<file path="src/rtl/dmem_port_arbiter_if.sv">
// rtl/dmem_port_arbiter_if.sv - bus bundle between core, debug port, data memory and the arbiter
// Purpose: groups the port-C (core), port-D (DMA/debug) and memory-side signals.
// Ports (slave = arbiter view):
//   port C : c_MemWrite, c_MemRead, c_MemDataType, c_Addr, c_WriteData in; c_ReadData, c_stall out
//   port D : d_req, d_we, d_type, d_addr, d_wdata in; d_gnt, d_rvalid, d_rdata, d_err out
//   memory : MemWrite, MemRead, MemDataType, ALUResult_Addr, WriteData out; ReadData in
interface dmem_port_arbiter_if #(
  parameter int WIDTH = 32
);
  logic             c_MemWrite;
  logic             c_MemRead;
  logic [2:0]       c_MemDataType;
  logic [WIDTH-1:0] c_Addr;
  logic [WIDTH-1:0] c_WriteData;
  logic [WIDTH-1:0] c_ReadData;
  logic             c_stall;

  logic             d_req;
  logic             d_we;
  logic [2:0]       d_type;
  logic [WIDTH-1:0] d_addr;
  logic [WIDTH-1:0] d_wdata;
  logic             d_gnt;
  logic             d_rvalid;
  logic [WIDTH-1:0] d_rdata;
  logic             d_err;

  logic             MemWrite;
  logic             MemRead;
  logic [2:0]       MemDataType;
  logic [WIDTH-1:0] ALUResult_Addr;
  logic [WIDTH-1:0] WriteData;
  logic [WIDTH-1:0] ReadData;

  modport slave (
    input  c_MemWrite, c_MemRead, c_MemDataType, c_Addr, c_WriteData,
    output c_ReadData, c_stall,
    input  d_req, d_we, d_type, d_addr, d_wdata,
    output d_gnt, d_rvalid, d_rdata, d_err,
    output MemWrite, MemRead, MemDataType, ALUResult_Addr, WriteData,
    input  ReadData
  );

  modport master (
    output c_MemWrite, c_MemRead, c_MemDataType, c_Addr, c_WriteData,
    input  c_ReadData, c_stall,
    output d_req, d_we, d_type, d_addr, d_wdata,
    input  d_gnt, d_rvalid, d_rdata, d_err,
    input  MemWrite, MemRead, MemDataType, ALUResult_Addr, WriteData,
    output ReadData
  );
endinterface

</file>
<file path="src/rtl/dmem_port_arbiter.sv">
// rtl/dmem_port_arbiter.sv - shares the single-port data memory between core (port C) and DMA/debug (port D)
// Purpose: fixed priority to port C, with a starvation counter that forces a one-cycle
//          port-D grant (stalling the core) after STARVE_LIMIT consecutive denied cycles.
//          Port-D reads return through a registered d_rvalid/d_rdata/d_err pulse.
// Ports:
//   CPU_clk   : clock, rising edge
//   CPU_rst_n : asynchronous active-low reset
//   bus       : dmem_port_arbiter_if.slave (port C, port D and memory-side signals)
module dmem_port_arbiter #(
  parameter int WIDTH        = 32,
  parameter int DMEM_DEPTH   = 64,
  parameter int STARVE_LIMIT = 8
) (
  input  logic               CPU_clk,
  input  logic               CPU_rst_n,
  dmem_port_arbiter_if.slave bus
);
  localparam int AW = $clog2(4 * DMEM_DEPTH);
  localparam int CW = $clog2(STARVE_LIMIT + 1);
  localparam logic [CW-1:0] LIMIT    = CW'(STARVE_LIMIT);
  localparam logic [CW-1:0] LIMIT_M1 = CW'(STARVE_LIMIT - 1);

  typedef enum logic [1:0] {
    ARB   = 2'd0,
    FORCE = 2'd1,
    COOL  = 2'd2
  } state_t;

  state_t           r_state;
  logic [CW-1:0]    r_starve_cnt;
  logic             r_rvalid;
  logic             r_err;
  logic [WIDTH-1:0] r_rdata;

  logic             w_c_act;
  logic             w_d_oor;
  logic             w_c_own;
  logic             w_d_own;
  logic             w_force_next;
  logic             w_mem_write;
  logic             w_mem_read;
  logic [2:0]       w_mem_type;
  logic [WIDTH-1:0] w_mem_addr;
  logic [WIDTH-1:0] w_mem_wdata;

  assign w_c_act = bus.c_MemWrite | bus.c_MemRead;
  assign w_d_oor = (bus.d_addr >> AW) != '0;

  // Ownership is a function of the registered state and the live requests.
  // COOL arbitrates exactly like ARB; it only differs in never entering FORCE.
  always_comb begin
    w_c_own = 1'b0;
    w_d_own = 1'b0;
    case (r_state)
      // d_req is held by protocol in FORCE; gating on it avoids a phantom access.
      FORCE:   w_d_own = bus.d_req;
      default: begin
        w_c_own = w_c_act;
        w_d_own = !w_c_act && bus.d_req;
      end
    endcase
  end

  // >= keeps STARVE_LIMIT=1 from saturating past the trigger after a COOL denial.
  assign w_force_next = (r_state == ARB) && bus.d_req && !w_d_own &&
                        (r_starve_cnt >= LIMIT_M1);

  always_comb begin
    w_mem_write = 1'b0;
    w_mem_read  = 1'b0;
    w_mem_type  = 3'b010;
    w_mem_addr  = '0;
    w_mem_wdata = '0;
    if (w_c_own) begin
      w_mem_write = bus.c_MemWrite;
      w_mem_read  = bus.c_MemRead;
      w_mem_type  = bus.c_MemDataType;
      w_mem_addr  = bus.c_Addr;
      w_mem_wdata = bus.c_WriteData;
    end else if (w_d_own) begin
      w_mem_write = bus.d_we && !w_d_oor;
      w_mem_read  = !bus.d_we;
      w_mem_type  = bus.d_type;
      w_mem_addr  = bus.d_addr;
      w_mem_wdata = bus.d_wdata;
    end
  end

  // Memory writes are blocked outright while reset is asserted.
  assign bus.MemWrite       = w_mem_write & CPU_rst_n;
  assign bus.MemRead        = w_mem_read;
  assign bus.MemDataType    = w_mem_type;
  assign bus.ALUResult_Addr = w_mem_addr;
  assign bus.WriteData      = w_mem_wdata;

  assign bus.c_ReadData = w_c_own ? bus.ReadData : '0;
  assign bus.c_stall    = (r_state == FORCE) && w_c_act;
  assign bus.d_gnt      = w_d_own;
  assign bus.d_rvalid   = r_rvalid;
  assign bus.d_rdata    = r_rdata;
  assign bus.d_err      = r_err;

  always_ff @(posedge CPU_clk or negedge CPU_rst_n) begin
    if (!CPU_rst_n) begin
      r_state      <= ARB;
      r_starve_cnt <= '0;
      r_rvalid     <= 1'b0;
      r_err        <= 1'b0;
      r_rdata      <= '0;
    end else begin
      case (r_state)
        ARB:     if (w_force_next) r_state <= FORCE;
        FORCE:   r_state <= COOL;
        default: r_state <= ARB;
      endcase

      if (!bus.d_req || w_d_own) begin
        r_starve_cnt <= '0;
      end else if (r_starve_cnt != LIMIT) begin
        r_starve_cnt <= r_starve_cnt + 1'b1;
      end

      r_rvalid <= w_d_own;
      r_err    <= w_d_own && w_d_oor;
      if (w_d_own) begin
        r_rdata <= (!bus.d_we && !w_d_oor) ? bus.ReadData : '0;
      end
    end
  end
endmodule

</file>
<file path="src/flat_wrapper.sv">
// flat-port wrapper written by rule: the top's interface ports become plain ports
module dmem_port_arbiter_flat 
#(
  parameter int WIDTH        = 32,
  parameter int DMEM_DEPTH   = 64,
  parameter int STARVE_LIMIT = 8
)
  (CPU_clk, CPU_rst_n, bus_c_MemWrite, bus_c_MemRead, bus_c_MemDataType, bus_c_Addr, bus_c_WriteData, bus_c_ReadData, bus_c_stall, bus_d_req, bus_d_we, bus_d_type, bus_d_addr, bus_d_wdata, bus_d_gnt, bus_d_rvalid, bus_d_rdata, bus_d_err, bus_MemWrite, bus_MemRead, bus_MemDataType, bus_ALUResult_Addr, bus_WriteData, bus_ReadData);
  dmem_port_arbiter_if #(.WIDTH(WIDTH)) bus_i ();
  input  logic CPU_clk;
  input  logic CPU_rst_n;
  input wire logic [$bits(bus_i.c_MemWrite)-1:0] bus_c_MemWrite;
  input wire logic [$bits(bus_i.c_MemRead)-1:0] bus_c_MemRead;
  input wire logic [$bits(bus_i.c_MemDataType)-1:0] bus_c_MemDataType;
  input wire logic [$bits(bus_i.c_Addr)-1:0] bus_c_Addr;
  input wire logic [$bits(bus_i.c_WriteData)-1:0] bus_c_WriteData;
  output wire logic [$bits(bus_i.c_ReadData)-1:0] bus_c_ReadData;
  output wire logic [$bits(bus_i.c_stall)-1:0] bus_c_stall;
  input wire logic [$bits(bus_i.d_req)-1:0] bus_d_req;
  input wire logic [$bits(bus_i.d_we)-1:0] bus_d_we;
  input wire logic [$bits(bus_i.d_type)-1:0] bus_d_type;
  input wire logic [$bits(bus_i.d_addr)-1:0] bus_d_addr;
  input wire logic [$bits(bus_i.d_wdata)-1:0] bus_d_wdata;
  output wire logic [$bits(bus_i.d_gnt)-1:0] bus_d_gnt;
  output wire logic [$bits(bus_i.d_rvalid)-1:0] bus_d_rvalid;
  output wire logic [$bits(bus_i.d_rdata)-1:0] bus_d_rdata;
  output wire logic [$bits(bus_i.d_err)-1:0] bus_d_err;
  output wire logic [$bits(bus_i.MemWrite)-1:0] bus_MemWrite;
  output wire logic [$bits(bus_i.MemRead)-1:0] bus_MemRead;
  output wire logic [$bits(bus_i.MemDataType)-1:0] bus_MemDataType;
  output wire logic [$bits(bus_i.ALUResult_Addr)-1:0] bus_ALUResult_Addr;
  output wire logic [$bits(bus_i.WriteData)-1:0] bus_WriteData;
  input wire logic [$bits(bus_i.ReadData)-1:0] bus_ReadData;
  assign bus_i.c_MemWrite = bus_c_MemWrite;
  assign bus_i.c_MemRead = bus_c_MemRead;
  assign bus_i.c_MemDataType = bus_c_MemDataType;
  assign bus_i.c_Addr = bus_c_Addr;
  assign bus_i.c_WriteData = bus_c_WriteData;
  assign bus_c_ReadData = bus_i.c_ReadData;
  assign bus_c_stall = bus_i.c_stall;
  assign bus_i.d_req = bus_d_req;
  assign bus_i.d_we = bus_d_we;
  assign bus_i.d_type = bus_d_type;
  assign bus_i.d_addr = bus_d_addr;
  assign bus_i.d_wdata = bus_d_wdata;
  assign bus_d_gnt = bus_i.d_gnt;
  assign bus_d_rvalid = bus_i.d_rvalid;
  assign bus_d_rdata = bus_i.d_rdata;
  assign bus_d_err = bus_i.d_err;
  assign bus_MemWrite = bus_i.MemWrite;
  assign bus_MemRead = bus_i.MemRead;
  assign bus_MemDataType = bus_i.MemDataType;
  assign bus_ALUResult_Addr = bus_i.ALUResult_Addr;
  assign bus_WriteData = bus_i.WriteData;
  assign bus_i.ReadData = bus_ReadData;
  dmem_port_arbiter #(.WIDTH(WIDTH), .DMEM_DEPTH(DMEM_DEPTH), .STARVE_LIMIT(STARVE_LIMIT)) u_core (.CPU_clk(CPU_clk), .CPU_rst_n(CPU_rst_n), .bus(bus_i));
endmodule
</file>
<file path="config.mk">
export PLATFORM = sky130hd
export DESIGN_NAME = dmem_port_arbiter_flat
export DESIGN_NICKNAME = d
export VERILOG_FILES = /design/src/rtl/dmem_port_arbiter_if.sv /design/src/rtl/dmem_port_arbiter.sv /design/src/flat_wrapper.sv
export SDC_FILE = /design/constraint.sdc
export NUM_CORES = 1
export LEC_CHECK = 0
export CAP_MARGIN = 20
export CORE_AREA = 5 5 118 120
export CTS_BUF_LIST = sky130_fd_sc_hd__clkbuf_8
export CTS_CLUSTER_DIAMETER = 200
export DETAILED_ROUTE_END_ITERATION = 10
export DIE_AREA = 0 0 123 125
export GPL_TIMING_DRIVEN = 0
export PLACE_DENSITY = 0.68
export SYNTH_ARGS = -nofsm -noshare
export SYNTH_HDL_FRONTEND = slang
export SYNTH_SLANG_ARGS = --single-unit
</file>
<file path="constraint.sdc">
create_clock -name CPU_clk -period 3.7 [get_ports CPU_clk]
set_input_delay 1.11 -clock CPU_clk [delete_from_list [all_inputs] [get_ports CPU_clk]]
set_output_delay 1.11 -clock CPU_clk [all_outputs]
set_load 0.02 [all_outputs]
</file>
==> flow_summary.ini, run 1 <==
[status]
outcome = completed

[sta]
hold_ws_ns = 0.437
fmax_ghz = 0.274
period_share = 0.988
setup_viol = 0
fin_crit_ns = 3.65
hold_viol_final = 0
slew_viol_final = 0
relSlewSlack = 0.674
tightest_slew_ns = 0.489
skew_ns = 0.00527

[finish]
layout.nets = 926
layout_commonest_cell = clkdlybuf4s50_1
drive_above_1_share = 0.222
stdcell_area_um2 = 6470
syn_to_final_growth_pct = 118
final_cell_mix = clkdlybuf4s50_1, nand2_1, and2_1, buf_2, o21ai_0

[detailed_routing]
drt_iter0_drc = 196
drt_wl_total_um = 16600
post-route-drc-count = 0
num_vias = 4223
antenna_left = 0
first_pass_iters = 5
viasPerCell = 4.54
wl_per_cell_um = 17.9

[clock_tree]
cts_buffers = 5
clock_latency_ns = 0.30
h-tree-depth = 2
cts.sinks = 40
cts_tree = done
holdBufCountCts = 0
clockBufferDepth = 2
path_clk_slew_ns = 0.08
root_buffer = clkbuf_8

[floorplanning]
start_util = 0.230
ioPinCount = 309
die_h_um = 125
die_w_um = 123
rows = 42
die_area_um2 = 15400
core_um2 = 12900

[pwr]
power.leakage_nw = 3.03
vdd_ir_drop_max_v = 0.000263
powerDensity_nw_per_um2 = 237

[yosys]
ys_seq_area_frac = 0.338
synth_flop_cell = dfrtp_1
synth-xor-area-share = 0.00591
synthDominantCellAreaShare = 0.338
synth_compound_area_frac = 0.220
mappedNetlistArea_um2 = 2960
ys_types = 31
syn_inst = 415
synth_top_family_by_area = simple AND/OR/NAND/NOR gates
synthSimpleGateAreaFrac = 0.361
yosysWarnings = 0
ys_top_cells_by_area = dfrtp_1, nand2_1, and2_1
synth_seq_cells = 40
async_flop_share = 1.00
syn_nets = 589
synth.avg_cell_area_um2 = 7.14
synth.area.mux_share = 0.00338
synth_edf_count = 0
synth-adder-area-share = 0.00845
synth_top_area_cell = dfrtp_1

[setup_path]
rr_worst_depth = 6
crit_path_end_kind = output port
required_ns = 2.59
r2r_start = u_core.r_state[1]$_DFFE_PN0P_
rrSetupSlack_ns = 2.06
startpoint = bus_d_addr[8]
start_kind = primary input
setup.worst_path.class = in -> out
crit_end = bus_MemWrite
cp.arrival_ns = 2.54
cp_max_fo = 2
timing.rr.end = u_core.bus.d_rdata[11]$_DFFE_PN0P_

[run]
cap_violations = 0

[grt]
antenna_found_initial = 1
grt_pass1_vias = 4498
track_usage = 0.202
gr-total-overflow = 0
grt_max_degree = 33
grt_pass1_wl_um = 24500

[placement]
gp_congestion = 0.891
dp_hpwl_um = 13400
io_buffers = 307
dpl_cell_area_um2 = 6270

[hold_path]
hp-class = reg -> reg
[layout make-up]
type / instances / area [um2]
fill: 1254 / 6410
timing repair buffer: 330 / 2980
multi-input combinational: 336 / 1830
sequential: 40 / 1000
buffer: 35 / 263
tap: 176 / 220
clock inverter: 3 / 90.1
clock buffer: 5 / 68.8
inverter: 4 / 15.0
antenna: 1 / 2.50
[repair_timing]
item,CTS,global route
pin swaps,12,11
gates cloned,1,3
endpoints found under the setup margin,102,48
setup buffers,14,4
resized for setup,473,39
[cells in the mapped netlist (2+ instances only)]
library cell  instances
nand2_1             137
inv_2                 2
a21oi_1               3
nor2_1                7
inv_1                 2
buf_6                 3
nor4_1                6
ha_1                  2
a31o_1               30
buf_4                 2
dfrtp_1              40
a31o_2                2
o21ai_0              68
nand3_1               2
and2_1               65
buf_2                 8
clkbuf_1             22
[cells by family (layout without fill, tap and decap cells)]
logic type                 Yosys count  after routing
AOI/OAI and AO/OA                  105            105
xor gates and xnor gates             2              2
adders and majority gates            2              2
buffers and inverters               39            377
DFF                                 40             40
muxes                                1              1
other                                0              1
and+or+nand+nor                    226            226
[report_power, final]
part	switching [mW]	total (mW)	internal [mW]	leakage [nW]
Combinational	0.295	0.588	0.292	2.40
Sequential	0.00235	0.442	0.440	0.556
Clock	0.166	0.504	0.337	0.0784
[critical path: stages]
cell and delay [ns]:
dlygate4sd2_1 0.28, nor4_2 0.18, nand4_1 0.23, or2_1 0.31
o31ai_2 0.24, buf_4 0.18
[flip-flops by register name, indices dropped and copies added (netlist names)]
| register | flops |
|---|---|
| u_core.bus.d_err | 1 |
| u_core.bus.d_rdata | 32 |
| u_core.bus.d_rvalid | 1 |
| u_core.r_starve_cnt | 4 |
| u_core.r_state | 2 |
[layer usage]
metal / share of wire / global-route usage
met3: 0.11 / 0.0700
met4: 0.014 / 0.0554
met1: 0.37 / 0.220
met2: 0.51 / 0.367
met5: 0.00042 / 0
[through the flow]
step                      worst slack [ns]   util  instances  TNS, ns  power, mW
final                               0.0458  0.502        930        0       1.53
after global routing              -0.00658  0.502        929  -0.0193       1.60
after CTS                          0.00393  0.495        922        0       1.54
after detailed placement            -0.919  0.487        899   -74.91       1.09
after global placement               -1.42  0.486        898   -74.87       1.08
after floorplan                      0.202      -        415        0      0.679
[worst min path at each step]
stage	startpoint	to	slack (ns)	depth (start not counted)
after floorplan	u_core.r_state[1]$_DFFE_PN0P_	u_core.r_state[0]$_DFFE_PN0P_	0.40	1
after global placement	u_core.r_state[1]$_DFFE_PN0P_	u_core.r_state[0]$_DFFE_PN0P_	0.42	1
after detailed placement	u_core.r_state[1]$_DFFE_PN0P_	u_core.r_state[0]$_DFFE_PN0P_	0.42	1
after CTS	u_core.r_state[1]$_DFFE_PN0P_	u_core.r_state[0]$_DFFE_PN0P_	0.44	1
after global routing	u_core.r_state[1]$_DFFE_PN0P_	u_core.r_state[0]$_DFFE_PN0P_	0.45	1
final	u_core.r_state[1]$_DFFE_PN0P_	u_core.r_state[0]$_DFFE_PN0P_	0.44	1
Note: power is estimated with default switching activity, not from simulation.
==> inputs of run 2 (changes only) <==
CORE_AREA = 2 2 119 121   (was 5 5 118 120)
DIE_AREA = 0 0 121 123   (was 0 0 123 125)
PLACE_DENSITY = not set   (was 0.68)
==> run 2 against run 1 <==
  * Worst setup slack improved by 0.018 ns
  * Via count decreased by 2.1%
  * Worst hold slack got worse by 0.011 ns
  * Largest cell class unchanged
==> flow_summary.ini, run 2 (synthesis results as in run 1) <==
[status]
outcome = completed

[clock_tree]
holdBufCountCts = 0
root_buffer = clkbuf_8
cts_tree = done
cts_buffers = 5
clock_latency_ns = 0.29
cts.sinks = 40
path_clk_slew_ns = 0.07
clockBufferDepth = 2
h-tree-depth = 2

[finish]
fin_util = 0.473
stdcell_area_um2 = 6430
layout.nets = 921
final_cell_mix = clkdlybuf4s50_1, nand2_1, and2_1, o21ai_0, dlygate4sd2_1
layout_commonest_cell = clkdlybuf4s50_1
largest_reg_flops = 32
stdcell_count = 929
drive_above_1_share = 0.169
syn_to_final_growth_pct = 117
nFillCells = 1419

[detailed_routing]
num_vias = 4136
post-route-drc-count = 0
drt_wl_total_um = 15800
drt_iter0_drc = 146
viasPerCell = 4.45
first_pass_iters = 4
antenna_left = 0
wl_per_cell_um = 17.0

[setup_path]
setup.worst_path.class = in -> out
critical-path-max-stage-delay_ns = 0.44
cp_cell_sequence = clkdlybuf4s50_1 -> nor4_1 -> nand2_1 -> or2_4 -> o31ai_2 -> buf_4
required_ns = 2.59
crit_path_top_delay_cell = clkdlybuf4s50_1
rrSetupSlack_ns = 1.86
crit_family = buffers and inverters
start_kind = primary input
cp.arrival_ns = 2.53
cp_max_fo = 2
crit_path_end_kind = output port
critical_path_buf_inv_count = 2

[placement]
gp_congestion = 0.818
io_buffers = 307
dpl_cell_area_um2 = 6270
dpl.cell_count = 903
preCtsSetupSlack_ns = -0.977
dp_hpwl_um = 12800

[floorplanning]
core_um2 = 13600
die_w_um = 121
die_area_um2 = 14900
start_util = 0.218
die_h_um = 123
ioPinCount = 309
rows = 43

[sta]
fin_crit_ns = 3.64
tightest_slew_ns = 0.469
rsz0062_at_grt = yes
hold_viol_final = 0
hold_ws_ns = 0.426
finalSetupTns_ns = 0
relSlewSlack = 0.688
skew_ns = 0.00993
slew_viol_final = 0
setup_ws_ns = 0.0641
setup_viol = 0
period_share = 0.983
fmax_ghz = 0.275

[grt]
grt_pass1_wl_um = 23000
grt_pass1_vias = 4255
antenna_found_initial = 3
gr-total-overflow = 0
grt_max_degree = 27
track_usage = 0.197

[pwr]
vdd_ir_drop_max_v = 0.000224
powerDensity_nw_per_um2 = 202
power.leakage_nw = 3.06
power_mw = 1.30

[run]
cap_violations = 0

[hold_path]
hp-class = reg -> reg
run 2: cell count changes in the layout (fill, tap and decap cells not counted), moves of 3 or more:
cell,previous run,this run
buf_6,6,2
bufinv_16,3,0
buf_4,23,19
nor4_2,6,3
clkdlybuf4s15_2,18,6
buf_2,63,39
dlygate4sd2_1,13,44
o21ai_1,8,11
clkbuf_2,16,21
dlymetal6s2s_1,6,12
o21ai_0,59,56
run 2: path summary, 6_finish.rpt:
kind,cells past startpoint,endpoint,from
worst max-delay path,6,bus_MemWrite,bus_d_addr[19]
worst min-delay path,1,u_core.r_state[0]$_DFFE_PN0P_,u_core.r_state[1]$_DFFE_PN0P_
worst max register to register,6,u_core.bus.d_rdata[28]$_DFFE_PN0P_,u_core.r_state[1]$_DFFE_PN0P_
worst min register to register,1,u_core.r_state[0]$_DFFE_PN0P_,u_core.r_state[1]$_DFFE_PN0P_
max in group asynchronous,2,u_core.bus.d_rdata[4]$_DFFE_PN0P_,CPU_rst_n
min in group asynchronous,1,u_core.bus.d_rdata[17]$_DFFE_PN0P_,CPU_rst_n
run 2: where the power goes:
part	total, mW	internal (mW)	switching [mW]	leakage (nW)
sequential	0.442	0.440	0.00240	0.556
combinational	0.583	0.290	0.293	2.46
clock	0.277	0.128	0.150	0.0400
total	1.30	0.857	0.445	3.06
run 2: worst register-to-register path, stage by stage, from the launching register on:
cell	delay (ns)
dfrtp_1	0.37
nand2b_2	0.21
inv_2	0.12
o21ai_2	0.15
inv_2	0.29
clkbuf_1	0.43
a31o_1	0.23
run 2: final cells by class:
type	count	area, um2	area share
clock inverters	2	12.5	0.00194
repair buffers	326	3030	0.471
plain buffers	34	236	0.0368
well taps	180	225	0.0350
diodes	2	5.00	0.000778
multi-input cells	336	1840	0.286
inverters	4	15.0	0.00233
clock buffers	5	68.8	0.0107
flip-flops and latches	40	1000	0.156
run 2: timing repair:
item	in CTS	in global routing
hold endpoints to repair	0	0
pin swaps	8	12
cloned	1	2
resized for setup	304	91
buffers inserted	13	2
setup endpoints to repair	102	106
run 2: per-layer routing:
layer	vias up	wire (um)	track usage
li1	2042	-	-
met1	1896	6020	0.221
met2	177	8120	0.363
met3	19	1410	0.0581
met4	2	249	0.0567
met5	-	13	0
